**src/rtl/mem_arb_pkg.sv**
```systemverilog
// Shared types and constants for the rv32i fetch/data memory arbiter.
//   owner_t          : which port the read response arriving next cycle belongs to
//   STARVE_LIMIT_MAX : largest supported fetch-starvation threshold
package mem_arb_pkg;

    typedef enum logic [1:0] {
        OWN_NONE = 2'd0,
        OWN_IF   = 2'd1,
        OWN_DM   = 2'd2
    } owner_t;

    localparam int STARVE_LIMIT_MAX = 15;

endpackage

```
**src/rtl/register.sv**
```systemverilog
// Generic capture register with synchronous active-high reset and load enable.
//   clk : clock
//   rst : synchronous reset, clears q to zero
//   ena : load enable, q <= d when high
//   d   : data in (WIDTH bits)
//   q   : registered data out (WIDTH bits)
module register #(
    parameter int WIDTH = 32
) (
    input  logic             clk,
    input  logic             rst,
    input  logic             ena,
    input  logic [WIDTH-1:0] d,
    output logic [WIDTH-1:0] q
);

    always_ff @(posedge clk) begin
        if (rst) begin
            q <= '0;
        end else if (ena) begin
            q <= d;
        end
    end

endmodule

```
**src/rtl/rv32i_mem_arbiter.sv**
```systemverilog
// Arbitrates one single-ported, synchronous-read memory between the core's
// fetch port and data port. One grant per cycle; data wins unless fetch has
// been denied STARVE_LIMIT consecutive cycles. Read data (1-cycle latency) is
// routed back to the port that issued the read.
//   clk, rst                     : clock, synchronous active-high reset
//   ena                          : global enable, low = issue nothing new
//   if_req/if_addr               : fetch request and address
//   if_rd_data/if_rvalid/if_stall: fetch response word, response strobe, stall
//   dm_req/dm_wr_ena/dm_addr/dm_wr_data : data access request (store when dm_wr_ena)
//   dm_rd_data/dm_rvalid/dm_stall: load response word, response strobe, stall
//   mem_addr/mem_wr_data/mem_wr_ena : shared memory command
//   mem_rd_data                  : memory read data, valid one cycle after issue
module rv32i_mem_arbiter
    import mem_arb_pkg::*;
#(
    parameter int STARVE_LIMIT = 4
) (
    input  logic        clk,
    input  logic        rst,
    input  logic        ena,
    input  logic        if_req,
    input  logic [31:0] if_addr,
    output logic [31:0] if_rd_data,
    output logic        if_rvalid,
    output logic        if_stall,
    input  logic        dm_req,
    input  logic        dm_wr_ena,
    input  logic [31:0] dm_addr,
    input  logic [31:0] dm_wr_data,
    output logic [31:0] dm_rd_data,
    output logic        dm_rvalid,
    output logic        dm_stall,
    output logic [31:0] mem_addr,
    output logic [31:0] mem_wr_data,
    output logic        mem_wr_ena,
    input  logic [31:0] mem_rd_data
);

    localparam int CNT_W = $clog2(STARVE_LIMIT + 1);
    localparam logic [CNT_W-1:0] LIMIT_C = CNT_W'(STARVE_LIMIT);

    owner_t           resp_owner_reg;
    owner_t           resp_owner_next;
    logic [CNT_W-1:0] starve_cnt_reg;
    logic [CNT_W-1:0] starve_cnt_next;
    logic             grant_if;
    logic             grant_dm;
    logic             starve_hit;

    // Index 0 = fetch port, index 1 = data port.
    logic [1:0]        cap_ena;
    logic [1:0][31:0]  cap_q;

    always_comb begin
        grant_if        = 1'b0;
        grant_dm        = 1'b0;
        mem_addr        = '0;
        mem_wr_data     = '0;
        mem_wr_ena      = 1'b0;
        resp_owner_next = OWN_NONE;
        starve_cnt_next = starve_cnt_reg;

        starve_hit = if_req && (starve_cnt_reg == LIMIT_C);

        // Reset suppresses all grants so stalls mirror the requests.
        if (!rst && ena) begin
            grant_dm = dm_req && !starve_hit;
            grant_if = if_req && !grant_dm;
        end

        if_stall = if_req && !grant_if;
        dm_stall = dm_req && !grant_dm;

        if (grant_dm) begin
            mem_addr    = dm_addr;
            mem_wr_ena  = dm_wr_ena;
            mem_wr_data = dm_wr_data;
        end else if (grant_if) begin
            mem_addr    = if_addr;
        end

        // Stores complete in the grant cycle and expect no response.
        if (grant_if) begin
            resp_owner_next = OWN_IF;
        end else if (grant_dm && !dm_wr_ena) begin
            resp_owner_next = OWN_DM;
        end

        // Counter freezes while disabled so a pause does not reset fairness.
        if (ena) begin
            if (!if_req || grant_if) begin
                starve_cnt_next = '0;
            end else if (starve_cnt_reg != LIMIT_C) begin
                starve_cnt_next = starve_cnt_reg + 1'b1;
            end
        end

        // Decode of registered owner; masked in reset to drop in-flight data.
        if_rvalid = !rst && (resp_owner_reg == OWN_IF);
        dm_rvalid = !rst && (resp_owner_reg == OWN_DM);
    end

    always_ff @(posedge clk) begin
        if (rst) begin
            resp_owner_reg <= OWN_NONE;
            starve_cnt_reg <= '0;
        end else begin
            resp_owner_reg <= resp_owner_next;
            starve_cnt_reg <= starve_cnt_next;
        end
    end

    assign cap_ena[0] = if_rvalid;
    assign cap_ena[1] = dm_rvalid;

    generate
        for (genvar gi = 0; gi < 2; gi++) begin : g_capture
            register #(
                .WIDTH(32)
            ) u_capture (
                .clk(clk),
                .rst(rst),
                .ena(cap_ena[gi]),
                .d  (mem_rd_data),
                .q  (cap_q[gi])
            );
        end
    endgenerate

    // Forward the word in its response cycle, then serve the held copy.
    assign if_rd_data = if_rvalid ? mem_rd_data : cap_q[0];
    assign dm_rd_data = dm_rvalid ? mem_rd_data : cap_q[1];

endmodule

```
**config.mk**
```make
export PLATFORM = sky130hd
export DESIGN_NAME = rv32i_mem_arbiter
export DESIGN_NICKNAME = d
export VERILOG_FILES = /design/src/rtl/mem_arb_pkg.sv /design/src/rtl/register.sv /design/src/rtl/rv32i_mem_arbiter.sv
export SDC_FILE = /design/constraint.sdc
export NUM_CORES = 1
export LEC_CHECK = 0
export CORE_AREA = 2 2 102 104
export CTS_BUF_LIST = sky130_fd_sc_hd__clkbuf_2
export DETAILED_ROUTE_END_ITERATION = 7
export DIE_AREA = 0 0 104 106
export GPL_TIMING_DRIVEN = 0
export PLACE_DENSITY = 0.83
export REMOVE_ABC_BUFFERS = 1
export SYNTH_ARGS = -nofsm -noshare
export SYNTH_HDL_FRONTEND = slang
export SYNTH_SLANG_ARGS = --single-unit
```
**constraint.sdc**
```tcl
create_clock -name clk -period 2.4 [get_ports clk]
set_input_delay 0.36 -clock clk [delete_from_list [all_inputs] [get_ports clk]]
set_output_delay 0.36 -clock clk [all_outputs]
set_load 0.03 [all_outputs]
```
==> out/qor.csv, run 1 <==
metric,value,unit
outcome,"finished, violations left",
violated checks,setup timing,
DR WL/cell,20.0,µm
sequential cell area,1390,µm²
period utilization,1.01,
pre-CTS worst setup slack,-0.948,ns
critical path peak fanout,11,
Max-Cap Viols,0,
DR pass1 iterations,4,
Starting DRT DRC Count,136,
dpl cells,696,
Setup-failing EPs final,10,
TritonCTS Buffers,9,
R2R Path End,g_capture[0].u_capture.q[3],
internal power,1.83,mW
Vias,3573,
Clock Power Share,0.263,
"Data arrival, critical path",2.07,ns
count of state elements after synthesis,69,
initial antenna violation count,2,
sw frac,0.292,
area grow syn2layout,107,%
Detail Route Antenna Nets,0,
"Avg Cell Area, Syn",10.9,µm²
Layout Cells excl Fill,751,
CTS Root Cell,clkbuf_2,
"Reg clk slew, reported paths",0.21,ns
worst setup path class,reg -> out,
Combinational Power Share,0.284,
Peak supply drop,0.224,mV
core area,10000,µm²
first-pass GRT wire length,20500,µm
hold slack final,0.234,ns
total grt overflow,0,
Final Power,2.58,mW
Least-Margin Pin Slew,0.316,ns
share of cells above drive strength 1,0.464,
initial cell density of the core,0.340,
Synth Cell Area,3400,µm²
global placement routability congestion,0.810,
crit path launch,starve_cnt_reg[1],
chip width,104,µm
max reg flops,64,
clock skew,0.0144,ns
critical path endpoint category,output pin,
# DRC,0,
vias in the first global route,3604,
synth top area cells,"dfxtp_1 41%, mux2_2 21%, and2b_1 9.3%",
R2R depth,7,
post-synthesis sequential area ratio,0.406,
worst setup margin,-0.0295,ns
vias per inst,4.76,
Final Core Density,0.704,
post-synth top area share,0.406,
CP startpoint kind,flop,
IO Pins,267,
Detailed Route WL,15000,µm
Seq pwr share,0.453,
Worst Setup EP,mem_addr[16],
leakage,3.27,nW
row cnt,37,
port bufs,266,
unique cell type count in the Yosys netlist,23,
Post-DP HPWL,10700,µm
largest net degree at the start of global routing,43,
Ys Warns,0,
"commonest non-fill, non-tap cell in the layout",clkdlybuf4s50_1,
Final Max Tran Viols,0,
# fillers,746,
Tot GR Track Use,0.245,
Hold Path Class,in -> reg,
CTS sink cnt,69,
nets@finish,745,
Slew HR,0.790,
Pwr Density,366,nW/µm²
Final Hold Viols,0,
TritonCTS clock tree,yes,
Mapped Cells,311,
Synth area leader,dfxtp_1,
multi-input logic area,2080,µm²
CP required,2.04,ns
clock tree buffer depth,2,
die area,11000,µm²
Sw Pwr,0.752,mW
htree depth,3,
most frequent cells in the layout,"131 x clkdlybuf4s50_1, 106 x buf_6, 65 x dfxtp_1",
RSZ-0062 raised after global routing,yes,
FF-to-FF setup slack,0.74,ns
Die Y,106,µm
r2r startpoint,resp_owner_reg[1],
clock latency on the worst-skew pair,0.49,ns
f_max,412,MHz
Tmin final,2.43,ns
-- synthesized netlist by cell type --
master	count
nor4b_4	1
o31a_1	1
clkbuf_2	3
nor2b_1	25
a21oi_1	3
a31oi_2	1
buf_6	7
ha_1	2
and2b_1	42
nand2_1	3
and2_1	33
buf_2	4
a22o_1	32
a21boi_1	1
nand3b_1	1
clkbuf_1	10
and3b_1	1
mux2_2	64
inv_1	3
nand4_1	2
o211ai_1	1
dfxtp_1	69
nor3b_4	2
-- stage by stage --
step | area, µm² | TNS [ns]
final | 7040 | -0.104
after global routing | 7040 | -7.87
after CTS | 6300 | -2.26
after detailed placement | 6210 | -92.56
after global placement | 6080 | -564.84
after floorplan | 3250 | -21.44
-- worst min path at each step --
stage,startpoint,end,cells after the start
after floorplan,rst,starve_cnt_reg[0],1
after global placement,starve_cnt_reg[1],starve_cnt_reg[1],2
after detailed placement,starve_cnt_reg[1],starve_cnt_reg[1],2
after CTS,rst,g_capture[1].u_capture.q[22],2
after global routing,rst,g_capture[1].u_capture.q[25],2
final,ena,starve_cnt_reg[1],3
-- logic make-up after synthesis --
kind of cell,count (synthesis),synth area share
AOI/OAI and AO/OA,39,0.0975
adders and majority gates,2,0.00736
buffers and inverters,27,0.0478
DFF,69,0.406
muxes,64,0.212
and+or+nand+nor,110,0.229
-- power groups by stage --
stage / Sequential (mW) / Combinational [mW] / Clock, mW
floorplan: 1.19 / 0.237 / 0
global placement: 1.19 / 0.623 / 0
detailed placement: 1.19 / 0.643 / 0
CTS: 1.17 / 0.650 / 0.700
global route: 1.17 / 0.761 / 0.755
finish: 1.17 / 0.732 / 0.678
-- per-layer routing --
metal	vias to the layer above	part of all wire	track usage
met2	166	0.54	0.463
li1	1672	-	-
met4	2	0.021	0.0724
met5	-	0.0011	0
met3	24	0.075	0.0895
met1	1709	0.36	0.252
-- worst max-delay path: stages, from the launching register on --
cell and delay [ns]:
dfxtp_2 0.37, inv_2 0.07, ha_4 0.17, a21boi_4 0.07
nor4b_4 0.23, buf_6 0.19, buf_12 0.14, a22o_1 0.18
buf_6 0.14
-- layout make-up --
class,instances,share of cell area
repair buffers,311,0.465
flip-flops and latches,69,0.197
clock buffers,10,0.00711
multi-input cells,215,0.295
well taps,136,0.0242
clock inverters,6,0.00907
inverters,3,0.00160
diodes,1,0.000356
-- timing repair --
| item | CTS | global route |
|---|---|---|
| cloned | 1 | 9 |
| resized for setup | 666 | 321 |
| endpoints found under the setup margin | 133 | 123 |
| hold buffers | 0 | 0 |
| pin swaps | 4 | 24 |
| setup buffers | 18 | 10 |
Power figures use the tool's default switching activity.
==> run 2, diff against run 1 <==
--- a/config.mk
+++ b/config.mk
@@ -5,6 +5,7 @@
 export SDC_FILE = /design/constraint.sdc
 export NUM_CORES = 1
 export LEC_CHECK = 0
+export CAP_MARGIN = 20
 export CORE_AREA = 2 2 102 104
 export CTS_BUF_LIST = sky130_fd_sc_hd__clkbuf_2
 export DETAILED_ROUTE_END_ITERATION = 7
==> run 2 against run 1 <==
Against the previous run:
- via count is essentially flat
- critical path depth grew 1
- the flow still finishes with violations (setup timing)
- die area unchanged
==> out/qor.csv, run 2 (synthesis results as in run 1) <==
metric,value,unit,change
Die Y,106,µm,unchanged
TritonCTS Buffers,9,,unchanged
htree depth,3,,unchanged
CTS Root Cell,clkbuf_2,,unchanged
CTS sink cnt,69,,unchanged
area grow syn2layout,105,%,was 107%
internal power,1.81,mW,was 1.83 mW
critical path endpoint category,output pin,,unchanged
CP most frequent cell,buf_6,,unchanged
IO Pins,267,,unchanged
die area,11000,µm²,unchanged
pre-CTS worst setup slack,-0.952,ns,was -0.948 ns
Setup-failing EPs final,27,,was 10
Pwr Density,369,nW/µm²,was 366 nW/µm²
sw frac,0.296,,was 0.292
TritonCTS clock tree,yes,,unchanged
largest net degree at the start of global routing,43,,unchanged
outcome,"finished, violations left",,unchanged
CP required,2.04,ns,about the same
crit-path cells,inv_2 > ha_4 > a21boi_4 > nor4b_4 > buf_6 > buf_12 > buf_16 > a22o_1 > buf_6,,was inv_2 > ha_4 > a21boi_4 > nor4b_4 > buf_6 > buf_12 > a22o_1 > buf_6
Peak supply drop,0.196,mV,was 0.224 mV
Clock Power Share,0.265,,was 0.263
Tmin final,2.50,ns,was 2.43 ns
clock latency on the worst-skew pair,0.53,ns,was 0.49 ns
Final Max Tran Viols,0,,unchanged
dpl cells,696,,unchanged
Tot GR Track Use,0.249,,was 0.245
Final Hold Viols,0,,unchanged
FF-to-FF setup slack,0.78,ns,was 0.74 ns
share of cells above drive strength 1,0.444,,was 0.464
period utilization,1.04,,was 1.01
"Reg clk slew, reported paths",0.21,ns,about the same
first-pass GRT wire length,20900,µm,"was 20,500 µm"
row cnt,37,,unchanged
max reg flops,64,,unchanged
sequential cell area,1390,µm²,unchanged
critical path peak fanout,7,,was 11
Detail Route Antenna Nets,0,,unchanged
RSZ-0062 raised after global routing,yes,,unchanged
Slew HR,0.795,,was 0.790
Hold Path Class,in -> reg,,unchanged
core area,10000,µm²,unchanged
vias in the first global route,3638,,"was 3,604"
DR WL/cell,20.1,µm,was 20.0 µm
Post-CTS Hold Buffers,0,,unchanged
Max stage delay on crit path,0.37,ns,about the same
Area after DPL,6210,µm²,unchanged
vias per inst,4.75,,was 4.76
"Data arrival, critical path",2.14,ns,was 2.07 ns
CP top delay family,buffers and inverters,,unchanged
initial antenna violation count,2,,unchanged
hold slack final,0.204,ns,was 0.234 ns
Least-Margin Pin Slew,0.307,ns,was 0.316 ns
port bufs,266,,unchanged
Seq pwr share,0.455,,was 0.453
most frequent cells in the layout,"132 x clkdlybuf4s50_1, 86 x buf_6, 65 x dfxtp_1",,"was 131 x clkdlybuf4s50_1, 106 x buf_6, 65 x dfxtp_1"
initial cell density of the core,0.340,,unchanged
CP max-delay cell,dfxtp_2,,unchanged
total grt overflow,0,,unchanged
global placement routability congestion,0.810,,unchanged
leakage,3.27,nW,about the same
Layout Cells excl Fill,752,,was 751
# DRC,0,,unchanged
Detailed Route WL,15200,µm,"was 15,000 µm"
nets@finish,747,,was 745
f_max,400,MHz,was 412 MHz
DR pass1 iterations,4,,unchanged
"commonest non-fill, non-tap cell in the layout",clkdlybuf4s50_1,,unchanged
Max-Cap Viols,0,,unchanged
# fillers,754,,was 746
Post-DP HPWL,10700,µm,about the same
multi-input logic area,2080,µm²,about the same
worst setup margin,-0.0984,ns,was -0.0295 ns
Starting DRT DRC Count,122,,was 136
chip width,104,µm,unchanged
worst path bufs/invs,5,,was 4
setup TNS,-1.15,ns,was -0.104 ns
clock tree buffer depth,2,,unchanged
Vias,3575,,"was 3,573"
Sw Pwr,0.760,mW,was 0.752 mW
final instance area,6960,µm²,was 7040 µm²
Combinational Power Share,0.281,,was 0.284
violated checks,setup timing,,unchanged
clock skew,0.0212,ns,was 0.0144 ns
worst setup path class,reg -> out,,unchanged
CP startpoint kind,flop,,unchanged
run 2: repair_timing:
action / CTS / global route
cloned: 3 / 5
setup endpoints to repair: 133 / 124
buffers inserted: 20 / 12
pin swaps: 3 / 8
resized for setup: 677 / 292
run 2: path summary, 6_finish.rpt:
path / from / to / cells past startpoint
worst max-delay path: starve_cnt_reg[0] / mem_addr[27] / 9
worst min-delay path: rst / g_capture[1].u_capture.q[22] / 2
worst min register to register: starve_cnt_reg[2] / starve_cnt_reg[2] / 2
worst max register to register: resp_owner_reg[1] / g_capture[0].u_capture.q[20] / 6
run 2: metrics by stage:
| stage | power, mW | util |
|---|---|---|
| 6_report | 2.57 | 0.696 |
| 5_1_grt | 2.67 | 0.696 |
| 4_1_cts | 2.52 | 0.642 |
| 3_5_place_dp | 1.83 | 0.621 |
| 3_3_place_gp | 1.81 | 0.608 |
| 2_1_floorplan | 1.43 | - |
run 2: area by class of cell:
class / instances / share of cell area
Sequential cell: 69 / 0.199
Tap cell: 136 / 0.0245
Clock inverter: 6 / 0.00935
Multi-Input combinational cell: 215 / 0.299
Clock buffer: 9 / 0.00647
Inverter: 3 / 0.00162
Timing Repair Buffer: 313 / 0.460
Antenna cell: 1 / 0.000360
run 2: routing by layer:
metal / track usage / vias up / wire length (µm)
li1: - / 1673 / -
met1: 0.262 / 1700 / 5540
met2: 0.463 / 169 / 8090
met3: 0.0828 / 31 / 1090
met4: 0.0878 / 2 / 416
met5: 0 / - / 14
run 2: power groups by stage:
stage	clock [mW]	combinational, mW	sequential [mW]
finish	0.679	0.720	1.17
CTS	0.691	0.665	1.17
global route	0.746	0.751	1.17
floorplan	0	0.237	1.19
detailed placement	0	0.643	1.19
global placement	0	0.623	1.19
run 2: worst register-to-register path, cell delays in order (launching register included):
cell	delay, ns
dfxtp_2	0.36
buf_6	0.11
nor3b_4	0.23
buf_8	0.19
clkbuf_16	0.17
mux2_4	0.31
and2b_1	0.17
==> run 3, diff against run 2 <==
--- a/config.mk
+++ b/config.mk
@@ -7,7 +7,7 @@
 export LEC_CHECK = 0
 export CAP_MARGIN = 20
 export CORE_AREA = 2 2 102 104
-export CTS_BUF_LIST = sky130_fd_sc_hd__clkbuf_2
+export CTS_BUF_LIST = sky130_fd_sc_hd__clkbuf_4 sky130_fd_sc_hd__clkbuf_8
 export DETAILED_ROUTE_END_ITERATION = 7
 export DIE_AREA = 0 0 104 106
 export GPL_TIMING_DRIVEN = 0
==> run 3 against run 2 <==
Against the previous run:
- the flow now finishes without violations
- register-to-register slack gained 0.03 ns
- sequential share of layout area rose by 1.8 points
- sequential cell count stayed put
- clock skew fell by 0.011 ns
- critical path type is now in -> out
- critical endpoint is now mem_addr[29]
==> out/qor.csv, run 3 (synthesis results as in run 1) <==
metric,value,unit,change
outcome,"complete, no violations",,"was finished, violations left"
core area,10000,µm²,unchanged
clock tree buffer depth,2,,unchanged
clock skew,0.00972,ns,was 0.0212 ns
CP required,2.04,ns,about the same
leakage,3.09,nW,was 3.27 nW
Pwr Density,427,nW/µm²,was 369 nW/µm²
htree depth,3,,unchanged
Detail Route Antenna Nets,0,,unchanged
clock latency on the worst-skew pair,0.33,ns,was 0.53 ns
CTS Root Cell,clkbuf_8,,was clkbuf_2
final instance area,6360,µm²,was 6960 µm²
vias in the first global route,3512,,"was 3,638"
Peak supply drop,0.245,mV,was 0.196 mV
Final Hold Viols,0,,unchanged
Area after DPL,6210,µm²,unchanged
"Reg clk slew, reported paths",0.08,ns,was 0.21 ns
Setup-failing EPs final,0,,was 27
vias per inst,4.68,,was 4.75
area grow syn2layout,87.0,%,was 105%
port bufs,266,,unchanged
Final Core Density,0.636,,was 0.696
"commonest non-fill, non-tap cell in the layout",clkdlybuf4s50_1,,unchanged
TritonCTS Buffers,9,,unchanged
hold slack final,0.342,ns,was 0.204 ns
row cnt,37,,unchanged
critical path peak fanout,24,,was 7
# fillers,839,,was 754
chip width,104,µm,unchanged
critical path endpoint category,output pin,,unchanged
largest net degree at the start of global routing,50,,was 43
initial antenna violation count,3,,was 2
period utilization,0.974,,was 1.04
total grt overflow,0,,unchanged
Vias,3433,,"was 3,575"
first-pass GRT wire length,19900,µm,"was 20,900 µm"
share of cells above drive strength 1,0.356,,was 0.444
worst setup path class,in -> out,,was reg -> out
IO Pins,267,,unchanged
f_max,428,MHz,was 400 MHz
"Data arrival, critical path",1.98,ns,was 2.14 ns
Layout Cells excl Fill,734,,was 752
Hold Path Class,in -> reg,,unchanged
TritonCTS clock tree,yes,,unchanged
CTS sink cnt,69,,unchanged
setup TNS,0,ns,was -1.15 ns
initial cell density of the core,0.340,,unchanged
Slew HR,0.728,,was 0.795
global placement routability congestion,0.810,,unchanged
Least-Margin Pin Slew,0.410,ns,was 0.307 ns
Final Max Tran Viols,0,,unchanged
DR WL/cell,18.5,µm,was 20.1 µm
Die Y,106,µm,unchanged
Final Power,2.71,mW,was 2.57 mW
max reg flops,64,,unchanged
Starting DRT DRC Count,116,,was 122
# DRC,0,,unchanged
pre-CTS worst setup slack,-0.952,ns,unchanged
Tot GR Track Use,0.237,,was 0.249
DR pass1 iterations,4,,unchanged
Post-DP HPWL,10700,µm,unchanged
die area,11000,µm²,unchanged
dpl cells,696,,unchanged
Detailed Route WL,13600,µm,"was 15,200 µm"
nets@finish,728,,was 747
Tmin final,2.34,ns,was 2.50 ns
Post-CTS Hold Buffers,0,,unchanged
worst setup margin,0.0614,ns,was -0.0984 ns
CP startpoint kind,input port,,was flop
Max-Cap Viols,0,,unchanged
most frequent cells in the layout,"130 x clkdlybuf4s50_1, 68 x dfxtp_1, 64 x mux2_2",,"was 132 x clkdlybuf4s50_1, 86 x buf_6, 65 x dfxtp_1"
run 3: final timing paths:
check / from / to / slack, ns / depth (start not counted)
max: dm_req / mem_addr[29] / 0.06 / 7
min: rst / g_capture[1].u_capture.q[22] / 0.34 / 2
max reg2reg: resp_owner_reg[1] / g_capture[1].u_capture.q[29] / 0.81 / 5
min reg2reg: starve_cnt_reg[0] / starve_cnt_reg[0] / 0.49 / 2
run 3: layout make-up:
class                      instances  area, µm²  share of cell area
inverter                           3       11.3             0.00177
clock inverter                     6       65.1              0.0102
clock buffer                       9        124              0.0195
multi-input combinational        215       1890               0.297
tap                              136        170              0.0268
antenna                            2       5.00            0.000787
timing repair buffer             294       2710               0.427
sequential                        69       1380               0.217
run 3: metal layers:
layer	global-route usage	vias up	wire length, µm
met2	0.428	159	7010
li1	-	1642	-
met3	0.0865	24	1050
met1	0.248	1606	5140
met5	0	-	15
met4	0.0985	2	362
run 3: report_power, final:
group          internal [mW]  switching (mW)  total [mW]
logic                  0.346           0.285       0.631
clock network          0.474           0.445       0.919
registers               1.16         0.00474        1.16
total                   1.98           0.735        2.71
run 3: repair_timing:
item	4_1_cts	5_1_grt
endpoints found under the setup margin	133	108
pin swaps	4	4
gates resized for setup	386	106
buffers inserted	12	6
gates cloned	0	3
run 3: worst max-delay path, stage by stage:
cell	delay, ns
clkdlybuf4s50_1	0.53
nand3b_1	0.13
a31oi_4	0.24
buf_4	0.17
clkbuf_16	0.18
a22o_1	0.18
buf_4	0.17
